<file path="config.mk">
export PLATFORM = sky130hd
export DESIGN_NAME = decoder_n_scan
export DESIGN_NICKNAME = d
export VERILOG_FILES = /design/src/rtl/decoder_n_scan.sv
export SDC_FILE = /design/constraint.sdc
export NUM_CORES = 1
export LEC_CHECK = 0
export CAP_MARGIN = 10
export CELL_PAD_IN_SITES_DETAIL_PLACEMENT = 1
export CELL_PAD_IN_SITES_GLOBAL_PLACEMENT = 1
export CORE_MARGIN = 5
export CORE_UTILIZATION = 33
export CTS_CLUSTER_SIZE = 16
export DETAILED_ROUTE_END_ITERATION = 8
export PLACE_DENSITY_LB_ADDON = 0.25
export RECOVER_POWER = 25
export SYNTH_ARGS = -nofsm -noshare
export SYNTH_HDL_FRONTEND = slang
export SYNTH_SLANG_ARGS = --single-unit
</file>
<file path="constraint.sdc">
create_clock -name Clock_In -period 1.7 [get_ports Clock_In]
set_clock_uncertainty 0.15 [all_clocks]
set_input_delay 0.34 -clock Clock_In [delete_from_list [all_inputs] [get_ports Clock_In]]
set_output_delay 0.34 -clock Clock_In [all_outputs]
set_load 0.03 [all_outputs]
</file>
<file path="src/rtl/decoder_n_scan.sv">
// decoder_n_scan: registered one-hot decoder with direct-load and timed scan modes; ports Clock_In/Reset_In (async high), Enable_In, Mode_In, Encoded_Value_In, Load_In, Start_In, Stop_In, Wrap_In, Dwell_In -> Data_Out, Index_Out, Invalid_Out, Busy_Out, Done_Out; `DECODER_N_SCAN_TRISTATE_EN floats Data_Out while disabled
module decoder_n_scan #(
  parameter int SEL_WIDTH   = 3,
  parameter int OUT_COUNT   = 8,
  parameter int DWELL_WIDTH = 8
) (
  input  logic                   Clock_In,
  input  logic                   Reset_In,
  input  logic                   Enable_In,
  input  logic                   Mode_In,
  input  logic [SEL_WIDTH-1:0]   Encoded_Value_In,
  input  logic                   Load_In,
  input  logic                   Start_In,
  input  logic                   Stop_In,
  input  logic                   Wrap_In,
  input  logic [DWELL_WIDTH-1:0] Dwell_In,
  output logic [OUT_COUNT-1:0]   Data_Out,
  output logic [SEL_WIDTH-1:0]   Index_Out,
  output logic                   Invalid_Out,
  output logic                   Busy_Out,
  output logic                   Done_Out
);
  typedef enum logic {IDLE, SCAN} state_t;
  localparam logic [SEL_WIDTH-1:0] LAST = SEL_WIDTH'(OUT_COUNT - 1);
  state_t state;
  logic [SEL_WIDTH-1:0] idx;
  logic [DWELL_WIDTH-1:0] cnt, dwell;
  logic wrap, on, inv, done, code_ok;
  logic [OUT_COUNT-1:0] decoded;
  assign code_ok = {1'b0, Encoded_Value_In} < (SEL_WIDTH + 1)'(OUT_COUNT);
  always_ff @(posedge Clock_In or posedge Reset_In)
    if (Reset_In) begin
      state <= IDLE;
      idx   <= '0;
      cnt   <= '0;
      dwell <= '0;
      wrap  <= 1'b0;
      on    <= 1'b0;
      inv   <= 1'b0;
      done  <= 1'b0;
    end else if (Enable_In) begin
      done <= 1'b0;
      if (state == IDLE) begin
        if (!Mode_In && Load_In) begin
          idx <= Encoded_Value_In;
          on  <= code_ok;
          inv <= !code_ok;
        end else if (Mode_In && Start_In) begin
          dwell <= Dwell_In;
          wrap  <= Wrap_In;
          idx   <= '0;
          cnt   <= '0;
          on    <= 1'b1;
          inv   <= 1'b0;
          state <= SCAN;
        end
      end else if (Stop_In) begin
        state <= IDLE;
        idx   <= '0;
        cnt   <= '0;
        on    <= 1'b0;
      end else if (cnt == dwell) begin
        cnt <= '0;
        if (idx == LAST) begin
          done <= 1'b1;
          idx  <= '0;
          if (!wrap) begin
            state <= IDLE;
            on    <= 1'b0;
          end
        end else idx <= idx + 1'b1;
      end else cnt <= cnt + 1'b1;
    end
  always_comb begin
    decoded = '0;
    for (int i = 0; i < OUT_COUNT; i++) decoded[i] = idx == SEL_WIDTH'(i);
  end
`ifdef DECODER_N_SCAN_TRISTATE_EN
  assign Data_Out = !Enable_In ? 'z : on ? decoded : '0;
`else
  assign Data_Out = Enable_In && on ? decoded : '0;
`endif
  assign Index_Out   = idx;
  assign Invalid_Out = inv;
  assign Busy_Out    = state == SCAN;
  assign Done_Out    = done && Enable_In;
endmodule

</file>
==> impl_metrics.py, run 1 <==
metrics = {
    "outcome": {
        "status": "complete, but fails checks",
        "violations": "negative setup slack",
    },
    "layout": {
        "final_common_cell": "buf_4",
        "drive_gt1_share_pct": 48.7,
        "most-common-layout-cells": "23 x buf_4, 21 x dfrtp_1, 16 x clkdlybuf4s50_1",
        "final_area_sq_um": 2280,
        "synthToLayoutAreaGrowth_pct": 67.9,
        "n_antenna_cell": 0,
        "nets": 226,
    },
    "drt": {
        "viasPerCell": 4.93,
        "drcViolationCount": 0,
        "totalWireLength_mm": 4.18,
        "firstDrtPassIters": 4,
        "wl_per_cell_microns": 16.8,
        "ant_nets": 0,
        "vias": 1227,
        "drtIter0Drc": 35,
    },
    "yosys": {
        "synth_area_leader_cell": "dfrtp_1",
        "synth_enable_flop_cells": 0,
        "synth.distinct_cells": 37,
        "synth_seq_area_share_pct": 42.4,
        "synth_top_area_share_pct": 42.4,
        "synth-seq-cells": 23,
        "synthMuxAreaShare_pct": 12.7,
        "syn_area_per_cell_sq_um": 9.97,
        "synth_compound_area_share_pct": 12.3,
        "synth_fa_ha_area_share_pct": 6.46,
        "syn_inst": 136,
        "yosysWarnings": 0,
        "synth-xor-area-share_pct": 5.17,
        "synth_nets": 162,
        "synth_flop_cell": "dfrtp_1",
        "syn-cell-area_sq_um": 1360,
        "synth_top_family_by_area": "simple AND/OR/NAND/NOR gates",
        "post_synth_and_or_nand_nor_area_fraction_pct": 17.3,
        "synthArstFlopShare_pct": 100,
        "synth.area.top_cells": "dfrtp_1 42%, mux2_2 8.3%, ha_1 6.5%",
    },
    "floorplan": {
        "core_region_area_sq_um": 4000,
        "die_h_microns": 74.1,
        "num_rows": 23,
        "die_w_microns": 74.1,
        "io_pins": 33,
        "start_util_pct": 33.9,
        "design.die.area_sq_um": 5490,
    },
    "timing": {
        "period_share_pct": 111,
        "fin_crit_ns": 1.89,
        "fmax_mhz": 530,
        "setup-violations-final": 19,
        "worst_pin_slew_ns": 0.605,
        "finalHoldViolCount": 0,
        "max_slew_margin_pct": 59.7,
        "rsz0062_at_grt": "true",
        "postLayoutSetupSlackWorst_ns": -0.186,
        "drv_slew": 0,
    },
    "place": {
        "placed_cell_area_sq_um": 1900,
        "place_hpwl_mm": 2.86,
        "place_ws_ns": -0.326,
        "io_buffers": 31,
        "finalWeightedCongestion": 0.817,
    },
    "grt": {
        "grt_use_total_pct": 16.5,
        "grt_pass1_vias": 1380,
        "antenna_found_initial": 0,
        "grt_pass1_wl_mm": 6.83,
        "overflow": 0,
        "grt_start_max_net_pins": 24,
    },
    "setup_path": {
        "slowest_stage": "dfrtp_2",
        "crit_top_cell": "ha_4",
        "crit_chain": "ha_4, ha_4, and3_4, buf_6",
        "critPathTopFamily": "flip-flops",
        "criticalPathCategory": "reg2out",
        "cp.arrival_ns": 1.40,
        "cpPeakStageDelay_ns": 0.46,
        "endpoint_kind": "output pin",
        "worstPathMaxFanout": 4,
        "critical_path_required_ns": 1.21,
        "start_kind": "flop",
        "crit_buf_inv": 1,
    },
    "pwr": {
        "p_seq_share_pct": 35.1,
        "powerDensity_nw_per_um2": 1010,
        "switching_share_pct": 38.5,
        "p_int_mw": 1.42,
        "combPwrFrac_pct": 48.8,
        "p_sw_uw": 890,
        "p_leak_nw": 0.966,
        "clkPwrFrac_pct": 16.1,
        "ir_drop_mv": 0.664,
    },
    "clock_tree": {
        "cts.sinks": 23,
        "clk_latency_ns": 0.28,
        "clock_path_buffers": 2,
        "cts_buffers": 3,
        "cts_tree": "built",
        "ctsHtreeMaxLevel": 1,
        "clk_pin_slew_ns": 0.10,
        "cts_root_buf": "clkbuf_8",
    },
    "hold_path": {
        "min_path_type": "in2reg",
    },
    "run": {
        "drv_cap": 0,
    },
}
cell usage after synthesis, drive strengths merged, types with 3 or more instances:
| library cell | instances |
|---|---|
| inv | 8 |
| or3 | 3 |
| o21ai | 5 |
| ha | 7 |
| nor2 | 12 |
| a21oi | 5 |
| nand2 | 17 |
| nor2b | 4 |
| mux2i | 3 |
| dfrtp | 23 |
| a21o | 4 |
| xnor2 | 8 |
| mux2 | 12 |
| nand3 | 4 |
sequential cells by signal (all words and copies together) (netlist names):
signal	count
cnt	8
dwell	8
Index_Out	3
Busy_Out	1
done	1
on	1
wrap	1
layer usage:
layer  wire length (microns)  GRT usage (%)
met1                    1690           20.6
met2                    2280           29.4
met3                     137           2.03
met4                      73           5.43
met5                       0              0
power by group through the flow:
stage / sequential (mW) / combinational, mW / clock, mW
3_3_place_gp: 0.774 / 0.778 / 0
5_1_grt: 0.832 / 1.21 / 0.409
2_1_floorplan: 0.823 / 0.423 / 0
6_report: 0.810 / 1.13 / 0.371
3_5_place_dp: 0.783 / 0.806 / 0
4_1_cts: 0.796 / 1.03 / 0.370
cells by family (layout without fill, tap and decap cells):
group / Yosys count / after routing
simple gates: 49 / 49
other cells: 1 / 1
buf+inv: 11 / 74
compound gates: 22 / 22
mux: 15 / 15
xor+xnor: 8 / 8
fa+ha+maj: 7 / 7
flops: 23 / 23
worst paths after layout:
kind / start / slack (ns) / end / cells past startpoint
max: Index_Out[0]$_DFFE_PP0P_ / -0.19 / Data_Out[7] / 4
min in group asynchronous: Reset_In / 0.50 / dwell[3]$_DFFE_PP0P_ / 3
max reg2reg: cnt[1]$_DFFE_PP0P_ / -0.14 / Index_Out[1]$_DFFE_PP0P_ / 5
min reg2reg: dwell[0]$_DFFE_PP0P_ / 0.38 / dwell[0]$_DFFE_PP0P_ / 1
max in group asynchronous: Reset_In / 0.46 / Index_Out[1]$_DFFE_PP0P_ / 3
min: Enable_In / 0.37 / done$_DFFE_PP0P_ / 3
through the flow:
stage | utilization, % | TNS, ns | cells | hold slack (ns) | power, mW
floorplan | - | -0.0667 | 136 | 0.192 | 1.25
global placement | 47.4 | -5.39 | 238 | 0.360 | 1.55
detailed placement | 47.4 | -6.48 | 238 | 0.367 | 1.59
CTS | 54.8 | -2.17 | 247 | 0.268 | 2.19
global route | 56.9 | -3.46 | 249 | 0.378 | 2.45
finish | 56.9 | -2.00 | 249 | 0.367 | 2.31
area by class of cell:
cell class | count | area (sq um)
Tap cell | 50 | 62.6
Fill cell | 419 | 1720
Inverter | 8 | 37.5
Clock inverter | 1 | 7.51
Timing Repair Buffer | 62 | 574
Sequential cell | 23 | 578
Multi-Input combinational cell | 102 | 976
Clock buffer | 3 | 41.3
tightest hold or removal path: cells and delay by family:
| family | cells | cell delay [ns] |
|---|---|---|
| AOI/OAI and AO/OA | 1 | 0.10 |
| buffers and inverters | 1 | 0.16 |
| and+or+nand+nor | 1 | 0.15 |
what timing repair did:
action,CTS,global route
hold buffers,0,0
endpoints found under the hold margin,0,0
setup endpoints to repair,24,24
setup buffers,5,2
gates resized for setup,56,22
pin swaps,12,8
gates cloned,0,0
(Power assumes the default switching activity.)
==> run 2: changes to the inputs <==
Settings changed: GPL_TIMING_DRIVEN set to 0, RECOVER_POWER 25 to unset.
==> run 2 against run 1 <==
The run still ends with negative setup slack left. Final area decreased by 4.5%. Largest cell class unchanged. Utilization fell by 2.5 points. Sequential share of layout area rose by 1.4 points. Register-to-register slack worse by 0.02 ns. Flip-flop and latch count stayed put. Setup slack better by 0.018 ns. First-iteration DRC count up 46%. Clock power is 7.0% lower. Die area unchanged.
==> impl_metrics.py, run 2 (same netlist as run 1, synthesis figures left out) <==
metrics = {
    "layout": {
        "nets": 218,
        "synthToLayoutAreaGrowth_pct": 60.4,
        "n_antenna_cell": 0,
        "drive_gt1_share_pct": 46.1,
        "most-common-layout-cells": "18 x dfrtp_1, 18 x buf_4, 17 x clkdlybuf4s50_1",
        "fill_cells": 423,
    },
    "drt": {
        "ant_nets": 0,
        "firstDrtPassIters": 4,
        "wl_per_cell_microns": 17.2,
        "drtIter0Drc": 51,
        "vias": 1222,
        "drcViolationCount": 0,
        "viasPerCell": 5.07,
        "totalWireLength_mm": 4.15,
    },
    "clock_tree": {
        "ctsHtreeMaxLevel": 1,
        "cts_root_buf": "clkbuf_8",
        "clk_latency_ns": 0.27,
        "cts_tree": "built",
        "cts_buffers": 3,
        "clk_pin_slew_ns": 0.09,
        "cts.sinks": 23,
        "clock_path_buffers": 2,
    },
    "setup_path": {
        "start_kind": "flop",
        "critical_path_required_ns": 1.21,
        "cp.arrival_ns": 1.38,
        "criticalPathCategory": "reg2out",
        "worstPathMaxFanout": 5,
        "endpoint_kind": "output pin",
    },
    "timing": {
        "max_slew_margin_pct": 40.1,
        "rsz0062_at_grt": "true",
        "postLayoutSetupSlackWorst_ns": -0.167,
        "worst_pin_slew_ns": 0.898,
        "fmax_mhz": 535,
        "holdWs_ns": 0.383,
        "period_share_pct": 110,
        "finalHoldViolCount": 0,
        "setup-violations-final": 18,
        "fin_crit_ns": 1.87,
        "drv_slew": 0,
    },
    "grt": {
        "grt_start_max_net_pins": 24,
        "grt_use_total_pct": 15.7,
        "grt_pass1_vias": 1338,
        "overflow": 0,
        "antenna_found_initial": 0,
        "grt_pass1_wl_mm": 6.55,
    },
    "floorplan": {
        "die_w_microns": 74.1,
        "start_util_pct": 33.9,
        "num_rows": 23,
        "core_region_area_sq_um": 4000,
        "io_pins": 33,
        "die_h_microns": 74.1,
        "design.die.area_sq_um": 5490,
    },
    "run": {
        "drv_cap": 0,
    },
    "outcome": {
        "violations": "negative setup slack",
        "status": "complete, but fails checks",
    },
    "pwr": {
        "p_leak_nw": 0.928,
        "ir_drop_mv": 0.516,
        "powerDensity_nw_per_um2": 992,
        "fin_total_pwr_mw": 2.16,
    },
    "place": {
        "io_buffers": 31,
        "place_hpwl_mm": 2.56,
        "finalWeightedCongestion": 0.774,
    },
    "hold_path": {
        "min_path_type": "reg2reg",
    },
}
-- run 2: cell count changes in the layout (fill, tap and decap cells not counted), sizes merged --
cell           change
clkdlybuf4s15      -1
buf                -8
clkbuf             -1
dlygate4sd2        +2
dlygate4sd3        -1
clkdlybuf4s50      +1
clkinv             +1
clkinvlp           -1
-- run 2: final timing paths --
| kind | from | to | slack [ns] | depth (start not counted) |
|---|---|---|---|---|
| hold / removal | dwell[0]$_DFFE_PP0P_ | dwell[0]$_DFFE_PP0P_ | 0.38 | 1 |
| min in group asynchronous | Reset_In | dwell[1]$_DFFE_PP0P_ | 0.42 | 2 |
| hold reg to reg | dwell[0]$_DFFE_PP0P_ | dwell[0]$_DFFE_PP0P_ | 0.38 | 1 |
| setup / recovery | Index_Out[0]$_DFFE_PP0P_ | Data_Out[7] | -0.17 | 4 |
| max in group asynchronous | Reset_In | Index_Out[1]$_DFFE_PP0P_ | 0.36 | 2 |
| setup reg to reg | cnt[5]$_DFFE_PP0P_ | Index_Out[1]$_DFFE_PP0P_ | -0.16 | 5 |
-- run 2: metal layers --
metal / track usage [%] / vias up / wire length (microns)
li1: - / 582 / -
met1: 18.5 / 616 / 1710
met2: 28.7 / 22 / 2260
met3: 2.30 / 2 / 140
met4: 5.43 / 0 / 34
met5: 0 / - / 0
-- run 2: layout make-up --
class,instances,area [sq um],area share (%)
buffer,3,32.5,1.50
clock buffer,3,41.3,1.90
timing repair buffer,51,467,21.4
tap,50,62.6,2.88
inverter,8,32.5,1.50
multi-input combinational,102,953,43.8
clock inverter,1,5.00,0.230
sequential,23,582,26.7
-- run 2: stage by stage --
| stage | utilization (%) | setup WS [ns] | cells | cell area (sq um) | TNS, ns |
|---|---|---|---|---|---|
| 6_report | 54.4 | -0.167 | 241 | 2180 | -2.07 |
| 5_1_grt | 54.4 | -0.217 | 241 | 2180 | -3.37 |
| 4_1_cts | 51.2 | -0.173 | 235 | 2050 | -1.76 |
| 3_5_place_dp | 43.5 | -0.809 | 217 | 1740 | -17.45 |
| 3_3_place_gp | 43.5 | -0.782 | 217 | 1740 | -15.92 |
| 2_1_floorplan | - | -0.0334 | 136 | 1370 | -0.0667 |
-- run 2: power by group --
part | internal [mW] | leakage [nW] | switching [mW]
Clock | 0.164 | 0.0255 | 0.181
Combinational | 0.503 | 0.616 | 0.479
Sequential | 0.667 | 0.286 | 0.163
-- run 2: repair_timing --
item | 4_1_cts | 5_1_grt
endpoints found under the setup margin | 35 | 24
buffers inserted | 14 | 6
hold buffers | 0 | 0
gates cloned | 0 | 0
pin swaps | 15 | 6
gates resized for setup | 99 | 26
-- run 2: worst max-delay path, cell delays in order (launching register included) --
cell and delay, ns:
dfrtp_2 0.48, ha_4 0.20, ha_4 0.15, and3_4 0.14
buf_6 0.13
